==> src/rtl/operand_fetch.sv <==
// Operand fetch sequencer: walks a word-address range of the combinational data
// memory and hands each 128-bit word to the FPU as a classified pair of doubles.
module operand_fetch #(
  parameter int ADDR_W = 13,
  parameter int DATA_W = 128
) (
  input  logic                  clk,
  input  logic                  rst_n,
  input  logic                  start,
  input  logic                  abort,
  input  logic [ADDR_W-1:0]     base_addr,
  input  logic [ADDR_W:0]       count,
  output logic [ADDR_W-1:0]     mem_addr,
  input  logic [DATA_W-1:0]     mem_data,
  output logic [DATA_W/2-1:0]   op_a,
  output logic [DATA_W/2-1:0]   op_b,
  output logic [3:0]            op_a_cls,
  output logic [3:0]            op_b_cls,
  output logic [ADDR_W-1:0]     op_index,
  output logic                  op_valid,
  input  logic                  op_ready,
  output logic                  busy,
  output logic                  done
);

  localparam int HALF_W = DATA_W / 2;

  typedef enum logic [1:0] {IDLE, FETCH, HOLD, DONE} state_t;

  state_t            state;
  logic [ADDR_W-1:0] addr_reg;
  logic [ADDR_W:0]   remaining;

  // {nan, inf, zero, denorm}; the sign bit plays no part
  function automatic logic [3:0] classify(input logic [HALF_W-1:0] v);
    logic [10:0] exp;
    logic [51:0] mant;
    exp  = v[62:52];
    mant = v[51:0];
    return {(exp == '1) && (mant != '0),
            (exp == '1) && (mant == '0),
            (exp == '0) && (mant == '0),
            (exp == '0) && (mant != '0)};
  endfunction

  assign mem_addr = addr_reg;

  always_ff @(posedge clk or negedge rst_n) begin
    if (!rst_n) begin
      state     <= IDLE;
      addr_reg  <= '0;
      remaining <= '0;
      op_a      <= '0;
      op_b      <= '0;
      op_a_cls  <= '0;
      op_b_cls  <= '0;
      op_index  <= '0;
      op_valid  <= 1'b0;
      busy      <= 1'b0;
      done      <= 1'b0;
    end else begin
      done <= 1'b0;
      case (state)
        IDLE: begin
          if (start && !abort) begin
            addr_reg  <= base_addr;
            remaining <= count;
            busy      <= 1'b1;
            if (count == '0) begin
              state <= DONE;
              done  <= 1'b1;
            end else begin
              state <= FETCH;
            end
          end
        end
        FETCH: begin
          if (abort) begin
            state <= IDLE;
            busy  <= 1'b0;
          end else begin
            op_a     <= mem_data[DATA_W-1:HALF_W];
            op_b     <= mem_data[HALF_W-1:0];
            op_a_cls <= classify(mem_data[DATA_W-1:HALF_W]);
            op_b_cls <= classify(mem_data[HALF_W-1:0]);
            op_index <= addr_reg;
            op_valid <= 1'b1;
            state    <= HOLD;
          end
        end
        HOLD: begin
          // abort takes priority: a pair offered in the abort cycle is not accepted
          if (abort) begin
            state    <= IDLE;
            op_valid <= 1'b0;
            busy     <= 1'b0;
          end else if (op_ready) begin
            op_valid  <= 1'b0;
            remaining <= remaining - 1'b1;
            if (remaining == {{ADDR_W{1'b0}}, 1'b1}) begin
              state <= DONE;
              done  <= 1'b1;
            end else begin
              addr_reg <= addr_reg + 1'b1;
              state    <= FETCH;
            end
          end
        end
        DONE: begin
          state <= IDLE;
          busy  <= 1'b0;
        end
        default: begin
          state <= IDLE;
          busy  <= 1'b0;
        end
      endcase
    end
  end

endmodule

==> config.mk <==
export PLATFORM = sky130hd
export DESIGN_NAME = operand_fetch
export DESIGN_NICKNAME = d
export VERILOG_FILES = /design/src/rtl/operand_fetch.sv
export SDC_FILE = /design/constraint.sdc
export NUM_CORES = 1
export LEC_CHECK = 0
export CORE_ASPECT_RATIO = 0.5
export CORE_MARGIN = 1
export CORE_UTILIZATION = 40
export DETAILED_ROUTE_END_ITERATION = 16
export PLACE_DENSITY = 0.75
export SYNTH_ARGS = -nofsm -noshare
export SYNTH_HDL_FRONTEND = slang
export SYNTH_SLANG_ARGS = --single-unit
==> constraint.sdc <==
create_clock -name clk -period 4.1 [get_ports clk]
set_input_delay 0.41 -clock clk [delete_from_list [all_inputs] [get_ports clk]]
set_output_delay 0.41 -clock clk [all_outputs]
set_load 0.03 [all_outputs]
## Word level (Yosys, flattened, before mapping)

Index checks and enable logic that the tools add are counted.

| cells by class | value |
|---|---|
| $add $sub $neg | 2 |
| equality and inequality tests | 13 |
| multiplexer cells | 29 |
| bitwise logic cells | 1 |
| reduce and logical (&&, ||, !) cells | 27 |

Operators with widths:

| cell | count |
|---|---|
| 52-bit zero test | 2 |
| 52-bit nonzero test | 2 |
| 13-bit 2-to-1 mux | 4 |
| 14-bit 2-to-1 mux | 3 |
| 14-bit one-hot mux with 2 select lines | 1 |
| 13-bit one-hot mux with 2 select lines | 1 |
| 11-bit == test, second input constant | 2 |
| 11-bit zero test | 2 |
| 14-bit by 1-bit == test with 1-bit output, second input constant | 1 |
| 14-bit zero test | 1 |
| 14-bit by 1-bit subtractor with 14-bit output, second input constant | 1 |
| 13-bit by 1-bit adder with 13-bit output, second input constant | 1 |
| 2-bit 2-to-1 mux | 6 |
| 1-bit 2-to-1 mux | 10 |
| 2-bit inequality test, second input constant | 5 |
| 1-bit logical AND | 9 |
| 2-bit one-hot mux with 4 select lines | 1 |
| 2-bit AND reduction | 3 |
| 5-bit AND reduction | 1 |
| 2-bit == test, second input constant | 2 |
| 1-bit one-hot mux with 2 select lines | 2 |
| 4-bit AND reduction | 1 |
| 2-bit nonzero test | 2 |
| 3-bit inequality test, second input constant | 1 |
| other kinds (8) | 8 |

| storage, ports and cells | value |
|---|---|
| register bits after elaboration | 181 |
| bits of input ports | 160 |
| output and inout port bits | 165 |

## Longest topological paths before layout

Gate-level depths: netlist of the first run.

| depth | value |
|---|---|
| depth after elaboration | 5 |
| gate-level depth with buffers | 8 |
| gate-level depth less buffers | 6 |

## Worst setup path before layout of the first run

Ideal clock, no wire load.

| path | value |
|---|---|
| kind | register to register |
| start point | register addr_reg[0] (netlist: mem_addr[0]) |
| end point | register addr_reg[12] (netlist: mem_addr[12]) |
| library setup time | 0.120 ns |
| arrival | 1.945 ns |
| path slack | 2.035 ns |
| cell stages (with the launch flop) | 7 |
| period minus slack after synthesis | 2.065 ns |
| path through | dfrtp_1 > ha_1 > and4_1 > clkbuf_1 > nand4_1 > or4_1 > and3_1 |

| on the way | value |
|---|---|
| word-level cells in the longest chain between the ends | 5 |

RTL lines:

| item | RTL line | RTL |
|---|---|---|
| start: declaration | 31 | `logic [ADDR_W-1:0] addr_reg;` |
| start signal: assignment | 66 | `addr_reg <= base_addr;` |
| start signal: assignment | 104 | `addr_reg <= addr_reg + 1'b1;` |
| 13-bit by 1-bit adder with 13-bit output | 104 |  |
| 13-bit 2-to-1 mux | 100 | `if (remaining == {{ADDR_W{1'b0}}, 1'b1}) begin` |
| 13-bit 2-to-1 mux | 97 | `end else if (op_ready) begin` |
| 13-bit 2-to-1 mux | 93 | `if (abort) begin` |
| 13-bit one-hot mux with 2 select lines | 63 | `case (state)` |

Every way passes these cells. The select of a mux whose other input is x is not followed.
A chain may end at the register's enable or synchronous reset.

## Worst setup path after layout of the first run

| path | value |
|---|---|
| start point | register state[0] |
| end point | register addr_reg[7] (netlist: mem_addr[7]) |

| on the way | value |
|---|---|
| word-level cells in the longest chain between the ends | 3 |
| elaborated cells on any way between the ends | 9 |

RTL lines:

| item | RTL line | RTL |
|---|---|---|
| start: declaration | 30 | `state_t state;` |
| start signal: assignment | 50 | `state <= IDLE;` |
| start signal: assignment | 70 | `state <= DONE;` |
| start signal: assignment | 73 | `state <= FETCH;` |
| 2-bit == test / 2-bit zero test (equally long branches) | 63 |  |
| 2-bit inequality test (no source line) / 2-bit nonzero test (equally long branches) | - |  |
| 5-bit AND reduction (no source line) | - |  |

Several ways; a longest one is shown, not always the timed one.

==> results.sh, run 1 <==
export IMPL_synth_cells=928
export IMPL_slew_violations=0
export IMPL_die_area_um2=20700
export IMPL_ys_ff_latch=181
export IMPL_cts_buffers=17
export IMPL_period_minus_slack_ps=2750
export IMPL_cts_htree_levels=4
export IMPL_r2r_slack_ps=1350
export IMPL_postCtsSetupRepairBufs=0
export IMPL_r2r_cells=7
export IMPL_holdBufCountCts=0
export IMPL_min_path_type="input port to async pin"
export IMPL_tritoncts="done"
export IMPL_synth_xor_area_frac=0
export IMPL_overflow=0
export IMPL_place_congestion=0.856
export IMPL_core_area_um2=19500
export IMPL_grt_pass1_wl_mm=39.8
export IMPL_cts_resized=0
export IMPL_fin_skew_ps=16.0
export IMPL_die_h_um=102
export IMPL_cts_root_buffer="clkbuf_16"
export IMPL_start_util=0.410
export IMPL_grt_usage=0.248
export IMPL_yosys_area_share_adder=0.00936
export IMPL_synth_top_family_by_area="simple AND/OR/NAND/NOR gates"
export IMPL_period_share=0.671
export IMPL_relSlewSlack=0.315
export IMPL_max_freq_mhz=364
export IMPL_setup_viol_count_final=0
export IMPL_yosysUniqueCellTypes=49
export IMPL_clockPowerShare=0.177
export IMPL_layout_nets=1400
export IMPL_post_route_util=0.622
export IMPL_first_global_vias=7474
export IMPL_ys_async_sr_fraction=1.00
export IMPL_outcome="completed"
export IMPL_r2r_end="mem_addr[7]"
export IMPL_leakage_uw=0.00554
export IMPL_irDropWorstVdd_uv=344
export IMPL_start_kind="flop"
export IMPL_synth_compound_area_share=0.0850
export IMPL_synthToLayoutAreaGrowth_pct=51.6
export IMPL_grt_max_degree=91
export IMPL_seq_area_frac_synth=0.565
export IMPL_dp_hpwl_mm=19.3
export IMPL_dr_pass1_iters=4
export IMPL_synth_mux_area_frac=0.00250
export IMPL_antenna_found_initial=0
export IMPL_rsz0062_at_grt="no"
export IMPL_syn_avg_cell_area_um2=8.64
export IMPL_drc=0
export IMPL_p_comb_frac=0.504
export IMPL_die_w_um=202
export IMPL_pwr_share_seq=0.319
export IMPL_hold_viol_final=0
export IMPL_yosys_area_top_type="dfrtp_1"
export IMPL_endpoint_kind="flop"
export IMPL_layout_setup_ws_ps=1350
export IMPL_io_buffer_count=324
export IMPL_final_cell_mix="nand2_1 (449), clkdlybuf4s50_1 (323), dfrtp_1 (181)"
export IMPL_worstMarginPinSlew_ps=1030
export IMPL_synth_top_cells_by_area="dfrtp_1 (56%), nand2_1 (21%), nor4_1 (3.0%)"
export IMPL_synth_simple_gate_area_frac=0.309
export IMPL_diodes=0
export IMPL_required_ps=4400
export IMPL_worstSkewPairLatency_ps=430
export IMPL_drtIter0Drc=477
export IMPL_final_layout_size_suffix_gt1_frac=0.0409
export IMPL_tns_ps=0
export IMPL_cp_max_fo=49
export IMPL_routed_wl_mm=26.0
export IMPL_crit_arrival_ps=3050
export IMPL_p_switching_uw=4330
export IMPL_synth_ff_type="dfrtp_1"
export IMPL_final_common_cell="nand2_1"
export IMPL_reg2reg_from="state[0]"
export IMPL_dpl_worst_slack_ps=1210
export IMPL_power_density_nw_per_um2=813
export IMPL_ant_nets=0
export IMPL_vias=7813
export IMPL_clk_pin_slew_worst_paths_ps=70
export IMPL_ioPinCount=325
export IMPL_syn_cell_area_um2=8020
export IMPL_clk_path_buf_depth=2
export IMPL_synth_nets=1094
export IMPL_intPower_uw=5550
export IMPL_wl_per_cell_um=17.2
export IMPL_crit_type="flop to flop"
export IMPL_num_rows=36
export IMPL_swShare=0.438
export IMPL_cts_sinks=181
export IMPL_drv_cap=0
export IMPL_ys_warn_count=0
export IMPL_via_per_inst=5.16
export IMPL_synth_edf_count=0
export IMPL_synth_top_cell_area_share=0.565
==> metal layers <==
metal | track usage | vias up | wire (um)
met5 | 0 | - | 0
met4 | 0.0995 | 0 | 738
met3 | 0.0399 | 46 | 1280
met2 | 0.422 | 265 | 12900
met1 | 0.321 | 3765 | 11100
li1 | - | 3737 | -
==> worst max path at each step <==
stage / from / end / slack (ps) / cells past startpoint
finish: state[0] / mem_addr[7] / 1350 / 7
global route: state[0] / mem_addr[5] / 1250 / 7
CTS: state[0] / mem_addr[7] / 1360 / 7
detailed placement: abort / mem_addr[12] / 1210 / 4
global placement: abort / mem_addr[12] / 1200 / 4
floorplan: mem_addr[0] / mem_addr[12] / 2030 / 6
==> critical path, cell delays in order (launching register included) <==
cell	delay [ps]
dfrtp_1	400
inv_1	90
ha_1	200
buf_4	430
nor4bb_1	380
and4_1	640
o31ai_1	150
a221o_1	320
==> stage by stage <==
stage / instances / power (uW) / instance area, um^2 / hold WS [ps]
final: 1513 / 9880 / 12200 / 58.5
after detailed placement: 1481 / 8140 / 11500 / 461
after floorplan: 928 / 5940 / 8020 / 114
after CTS: 1513 / 9930 / 12200 / 89.5
after global placement: 1481 / 8020 / 11500 / 458
after global routing: 1513 / 10400 / 12200 / 120
==> synthesized netlist by cell type (2+ instances only) <==
| library cell | number |
|---|---|
| or3_1 | 4 |
| a211oi_1 | 2 |
| inv_1 | 12 |
| nor3_2 | 2 |
| nor4b_1 | 2 |
| nand4_1 | 20 |
| o31ai_1 | 6 |
| a22oi_1 | 6 |
| o221a_2 | 2 |
| nor2b_1 | 7 |
| nand2b_1 | 4 |
| o21ai_0 | 25 |
| nand2_1 | 449 |
| o22ai_1 | 6 |
| and4_1 | 3 |
| o211ai_1 | 3 |
| o32ai_1 | 2 |
| a21boi_0 | 2 |
| o22a_1 | 2 |
| and2_1 | 2 |
| mux2i_1 | 2 |
| and3_1 | 5 |
| a211o_1 | 2 |
| nand3_1 | 11 |
| ha_1 | 6 |
| nor4_1 | 38 |
| nor3_1 | 8 |
| a31oi_1 | 5 |
| buf_2 | 2 |
| a32o_1 | 2 |
| dfrtp_1 | 181 |
| a2bb2oi_1 | 7 |
| or4_1 | 8 |
| clkbuf_1 | 44 |
| nor2_1 | 14 |
| a21oi_1 | 18 |
| a221o_1 | 2 |
==> registers in the layout, summed over array words and instances, names as in the netlist <==
name / flops
busy: 1
done: 1
mem_addr: 13
op_a: 64
op_a_cls: 4
op_b: 64
op_b_cls: 4
op_index: 13
op_valid: 1
remaining: 14
state: 2
==> cells by family (layout without fill, tap and decap cells) <==
family,after synthesis,after routing
and+or+nand+nor,579,579
muxes,2,2
buffers and inverters,60,379
adders and majority gates,6,6
DFF,181,181
AOI/OAI and AO/OA,100,100
==> power groups by stage <==
stage / registers (uW) / clock network [uW] / logic (uW)
floorplan: 4500 / 0 / 1430
global placement: 3130 / 0 / 4890
detailed placement: 3170 / 0 / 4980
CTS: 3140 / 1790 / 5000
global route: 3250 / 1860 / 5320
finish: 3150 / 1750 / 4980
==> cell type report <==
type | instances | area [um^2]
flip-flops and latches | 181 | 4530
well taps | 266 | 333
inverters | 12 | 45.0
multi-input cells | 687 | 3270
fillers | 1645 | 7390
clock buffers | 19 | 443
repair buffers | 335 | 3350
clock inverters | 13 | 189
(Power assumes the default switching activity.)
==> inputs of run 2 (changes only) <==
--- a/config.mk
+++ b/config.mk
@@ -7,9 +7,9 @@
 export LEC_CHECK = 0
 export CORE_ASPECT_RATIO = 0.5
 export CORE_MARGIN = 1
-export CORE_UTILIZATION = 40
+export CORE_UTILIZATION = 39
 export DETAILED_ROUTE_END_ITERATION = 16
-export PLACE_DENSITY = 0.75
+export PLACE_DENSITY = 0.76
 export SYNTH_ARGS = -nofsm -noshare
 export SYNTH_HDL_FRONTEND = slang
 export SYNTH_SLANG_ARGS = --single-unit
==> constraint.sdc (replaced) <==
create_clock -name clk -period 2.45 [get_ports clk]
set_input_delay 0.245 -clock clk [delete_from_list [all_inputs] [get_ports clk]]
set_output_delay 0.245 -clock clk [all_outputs]
set_load 0.03 [all_outputs]
==> run 2 against run 1 <==
Net effect: combinational power grew 69%; core utilization shrank 0.27 points; worst hold slack gained 290 ps; clock-buffer cell count shrank 1; largest cell class unchanged; critical path type unchanged; critical endpoint is now remaining[2].
==> results.sh, run 2 (synthesis results as in run 1) <==
export IMPL_drc=0
export IMPL_die_w_um=205
export IMPL_dp_hpwl_mm=19.9
export IMPL_ant_nets=0
export IMPL_first_global_vias=7643
export IMPL_cts_htree_levels=4
export IMPL_grt_usage=0.253
export IMPL_setup_viol_count_final=0
export IMPL_tns_ps=0
export IMPL_overflow=0
export IMPL_irDropWorstVdd_uv=559
export IMPL_p_switching_uw=7260
export IMPL_place_congestion=0.885
export IMPL_io_buffer_count=324
export IMPL_start_kind="flop"
export IMPL_core_area_um2=19800
export IMPL_cp_max_fo=20
export IMPL_outcome="completed"
export IMPL_drtIter0Drc=609
export IMPL_cts_root_buffer="clkbuf_16"
export IMPL_period_share=0.943
export IMPL_cts_resized=0
export IMPL_clk_pin_slew_worst_paths_ps=70
export IMPL_diodes=0
export IMPL_swShare=0.435
export IMPL_required_ps=2800
export IMPL_slew_violations=0
export IMPL_clk_path_buf_depth=2
export IMPL_cts_buffers=17
export IMPL_relSlewSlack=0.242
export IMPL_antenna_found_initial=0
export IMPL_final_layout_size_suffix_gt1_frac=0.0508
export IMPL_power_uw=16700
export IMPL_p_comb_frac=0.505
export IMPL_final_common_cell="nand2_1"
export IMPL_drv_cap=0
export IMPL_wl_per_cell_um=17.5
export IMPL_intPower_uw=9450
export IMPL_ioPinCount=325
export IMPL_vias=7918
export IMPL_tritoncts="done"
export IMPL_cts_sinks=181
export IMPL_r2r_cells=6
export IMPL_endpoint_kind="flop"
export IMPL_die_area_um2=21200
export IMPL_grt_max_degree=110
export IMPL_routed_wl_mm=26.7
export IMPL_via_per_inst=5.19
export IMPL_hold_viol_final=0
export IMPL_fin_skew_ps=8.16
export IMPL_period_minus_slack_ps=2310
export IMPL_pwr_share_seq=0.318
export IMPL_num_rows=36
export IMPL_min_path_type="input port to async pin"
export IMPL_crit_arrival_ps=2660
export IMPL_final_area_um2=12300
export IMPL_worstMarginPinSlew_ps=1130
export IMPL_power_density_nw_per_um2=1360
export IMPL_grt_pass1_wl_mm=41.2
export IMPL_rsz0062_at_grt="no"
export IMPL_start_util=0.405
export IMPL_worstSkewPairLatency_ps=430
export IMPL_crit_type="flop to flop"
export IMPL_post_route_util=0.619
export IMPL_top_regs="op_a: 64 flops, op_b: 64 flops, remaining: 14 flops"
export IMPL_layout_nets=1413
export IMPL_die_h_um=103
export IMPL_hold_slack_ps=350
export IMPL_placed_area_um2=11600
export IMPL_leakage_uw=0.00561
export IMPL_max_freq_mhz=433
export IMPL_synthToLayoutAreaGrowth_pct=53.0
export IMPL_final_cell_mix="nand2_1 (449), clkdlybuf4s50_1 (323), dfrtp_1 (181)"
export IMPL_clockPowerShare=0.177
export IMPL_dr_pass1_iters=7
run 2: cell count changes in the layout (fill, tap and decap cells not counted), moves of 2 or more:
cell	before	now
buf_4	9	20
clkinv_2	0	3
clkinv_4	3	0
inv_6	3	5
inv_8	2	0
run 2: per-layer routing:
layer	vias to the layer above	global-route usage	share of wire
li1	3766	-	-
met1	3852	0.321	0.42
met2	263	0.443	0.51
met3	37	0.0461	0.049
met4	0	0.0827	0.023
met5	-	0	0
run 2: per-stage QoR:
stage               cells  setup WS (ps)
floorplan             928            385
global placement     1493            178
detailed placement   1493            142
CTS                  1526            209
global route         1526           40.3
finish               1526            140
run 2: layout make-up:
type / count / area (um^2)
multi-input cells: 687 / 3270
inverters: 12 / 45.0
clock inverters: 14 / 194
well taps: 266 / 333
fillers: 1635 / 7550
repair buffers: 348 / 3460
flip-flops and latches: 181 / 4530
clock buffers: 18 / 439
run 2: repair_timing:
item,in CTS,in global routing
setup buffers,0,0
hold endpoints to repair,51,0
hold buffers,1,0
run 2: critical path, stage by stage, from the launching register on:
cell,delay (ps)
dfrtp_1,390
inv_1,90
ha_1,250
buf_4,220
nor3_1,910
a22oi_1,240
o21ai_0,120
run 2: final timing paths:
path | endpoint | slack, ps | from
min in group clk | op_b[19] | 370 | mem_data[19]
worst max-delay path | remaining[2] | 140 | state[0]
worst max register to register | remaining[2] | 140 | state[0]
max in group asynchronous | op_a[1] | 1320 | rst_n
worst min register to register | op_b[3] | 470 | op_b[3]
worst min-delay path | remaining[3] | 350 | rst_n
run 2: power groups by stage:
stage | Clock, uW | Combinational (uW) | Sequential, uW
2_1_floorplan | 0 | 2400 | 7540
3_3_place_gp | 0 | 8300 | 5270
3_5_place_dp | 0 | 8450 | 5330
4_1_cts | 3030 | 8480 | 5290
5_1_grt | 3150 | 9030 | 5470
6_report | 2950 | 8440 | 5310
==> inputs of run 3 (changes only) <==
--- a/config.mk
+++ b/config.mk
@@ -10,6 +10,7 @@
 export CORE_UTILIZATION = 39
 export DETAILED_ROUTE_END_ITERATION = 16
 export PLACE_DENSITY = 0.76
+export RECOVER_POWER = 100
 export SYNTH_ARGS = -nofsm -noshare
 export SYNTH_HDL_FRONTEND = slang
 export SYNTH_SLANG_ARGS = --single-unit
==> run 3 against run 2 <==
Net effect: worst setup slack barely moved; register-to-register slack barely moved; final cell count is the same; clock skew is 1.2 ps higher; clock-buffer cell count stayed put; die area is the same; critical path depth did not move; clock power about the same; first-iteration DRC count down 14%; sequential share of layout area grew 0.15 points.
==> results.sh, run 3 (synthesis results as in run 1) <==
export IMPL_hold_path_startpoint="mem_data[19]"
export IMPL_fin_skew_ps=9.41
export IMPL_hold_slack_ps=363
export IMPL_place_congestion=0.885
export IMPL_dp_cells=1493
export IMPL_whs_endpoint="op_b[19]"
export IMPL_crit_path_top_delay_cell="nor3_1"
export IMPL_num_rows=36
export IMPL_drtIter0Drc=524
export IMPL_clk_pin_slew_worst_paths_ps=70
export IMPL_via_per_inst=5.17
export IMPL_irDropWorstVdd_uv=557
export IMPL_nFillCells=1645
export IMPL_synthToLayoutAreaGrowth_pct=52.4
export IMPL_crit_type="flop to flop"
export IMPL_routed_wl_mm=26.6
export IMPL_vias=7890
export IMPL_setup_viol_count_final=0
export IMPL_power_density_nw_per_um2=1320
export IMPL_final_cell_mix="nand2_1 (449), dfrtp_1 (181), dlygate4sd3_1 (166)"
export IMPL_drv_cap=0
export IMPL_overflow=0
export IMPL_slew_violations=0
export IMPL_wl_per_cell_um=17.5
export IMPL_start_kind="flop"
export IMPL_intPower_uw=8980
export IMPL_p_switching_uw=7200
export IMPL_relSlewSlack=0.0580
export IMPL_outcome="completed"
export IMPL_rsz0062_at_grt="no"
export IMPL_r2r_slack_ps=140
export IMPL_cts_htree_levels=4
export IMPL_cts_root_buffer="clkbuf_16"
export IMPL_layoutNonFillerInstCount=1526
export IMPL_ant_nets=0
export IMPL_r2r_end="remaining[2]"
export IMPL_die_area_um2=21200
export IMPL_antenna_found_initial=0
export IMPL_die_h_um=103
export IMPL_tns_ps=0
export IMPL_drc=0
export IMPL_clockPowerShare=0.183
export IMPL_period_share=0.943
export IMPL_grt_max_degree=110
export IMPL_r2r_cells=6
export IMPL_final_common_cell="nand2_1"
export IMPL_io_buffer_count=324
export IMPL_pwr_share_seq=0.324
export IMPL_endpoint_kind="flop"
export IMPL_die_w_um=205
export IMPL_required_ps=2800
export IMPL_cp_max_fo=20
export IMPL_leakage_uw=0.00582
export IMPL_final_layout_size_suffix_gt1_frac=0.0484
export IMPL_swShare=0.445
export IMPL_crit_arrival_ps=2660
export IMPL_period_minus_slack_ps=2310
export IMPL_reg2reg_from="state[0]"
export IMPL_cts_buffers=17
export IMPL_first_global_vias=7643
export IMPL_tritoncts="done"
export IMPL_start_util=0.405
export IMPL_clk_path_buf_depth=2
export IMPL_grt_usage=0.253
export IMPL_crit_path_cell_trace="inv_1 -> ha_1 -> buf_4 -> nor3_1 -> a22oi_1 -> o21ai_0"
export IMPL_core_area_um2=19800
export IMPL_post_route_util=0.617
export IMPL_top_regs="op_a: 64 flops, op_b: 64 flops, remaining: 14 flops"
export IMPL_ioPinCount=325
export IMPL_hold_depth=3
export IMPL_dr_pass1_iters=7
export IMPL_layout_nets=1413
export IMPL_power_uw=16200
export IMPL_max_freq_mhz=433
export IMPL_min_path_type="input port to flop"
export IMPL_p_comb_frac=0.492
export IMPL_cts_resized=0
export IMPL_cts_sinks=181
export IMPL_critical_path_max_stage_delay_ps=910
export IMPL_hold_viol_final=0
export IMPL_diodes=0
export IMPL_dp_hpwl_mm=19.9
export IMPL_worstSkewPairLatency_ps=430
export IMPL_worstMarginPinSlew_ps=1410
export IMPL_grt_pass1_wl_mm=41.2
## run 3: changes by cell type in the layout (fill, tap and decap cells not counted), sizes merged
cell | previous run | this run
clkbuf | 18 | 26
buf | 24 | 16
dlygate4sd3 | 1 | 166
clkdlybuf4s50 | 323 | 158
## run 3: critical path, delay by kind of cell (launching register included)
kind                       cells  cell delay [ps]
and+or+nand+nor                1              910
DFF                            1              400
AOI/OAI and AO/OA              2              360
buffers and inverters          2              320
adders and majority gates      1              260
## run 3: timing repair
action | 4_1_cts | 5_1_grt
endpoints found under the hold margin | 51 | 0
hold buffers | 1 | 0
buffers inserted | 0 | 0
## run 3: layout make-up
type	instances	area, um^2	share of cell area
inverter	12	45.0	0.00369
clock inverter	14	194	0.0159
clock buffer	18	439	0.0359
timing repair buffer	348	3430	0.280
sequential	181	4530	0.371
tap	266	333	0.0272
multi-input combinational	687	3250	0.266
## run 3: how the worst max path moves through the flow
stage,start,depth (start not counted),to
floorplan,mem_addr[0],6,mem_addr[12]
global placement,abort,5,remaining[2]
detailed placement,abort,5,remaining[2]
CTS,state[0],6,remaining[2]
global route,state[1],5,op_index[12]
finish,state[0],6,remaining[2]
## run 3: through the flow
step | area (um^2) | setup WS [ps]
2_1_floorplan | 8020 | 385
3_5_place_dp | 11600 | 142
3_3_place_gp | 11600 | 178
4_1_cts | 12300 | 209
5_1_grt | 12200 | 22.9
6_report | 12200 | 141
## run 3: metal layers
metal  track usage  wire (um)  vias up  share of wire
li1              -          -     3768              -
met1         0.321      11200     3816           0.42
met2         0.443      13500      260           0.51
met3        0.0461       1280       46          0.048
met4        0.0827        671        0          0.025
met5             0          0        -              0
## run 3: power groups by stage
stage	Combinational, uW	Clock (uW)	Sequential (uW)
floorplan	2400	0	7540
global placement	8300	0	5270
detailed placement	8450	0	5330
CTS	8480	3030	5290
global route	8560	3150	5420
finish	7960	2970	5250
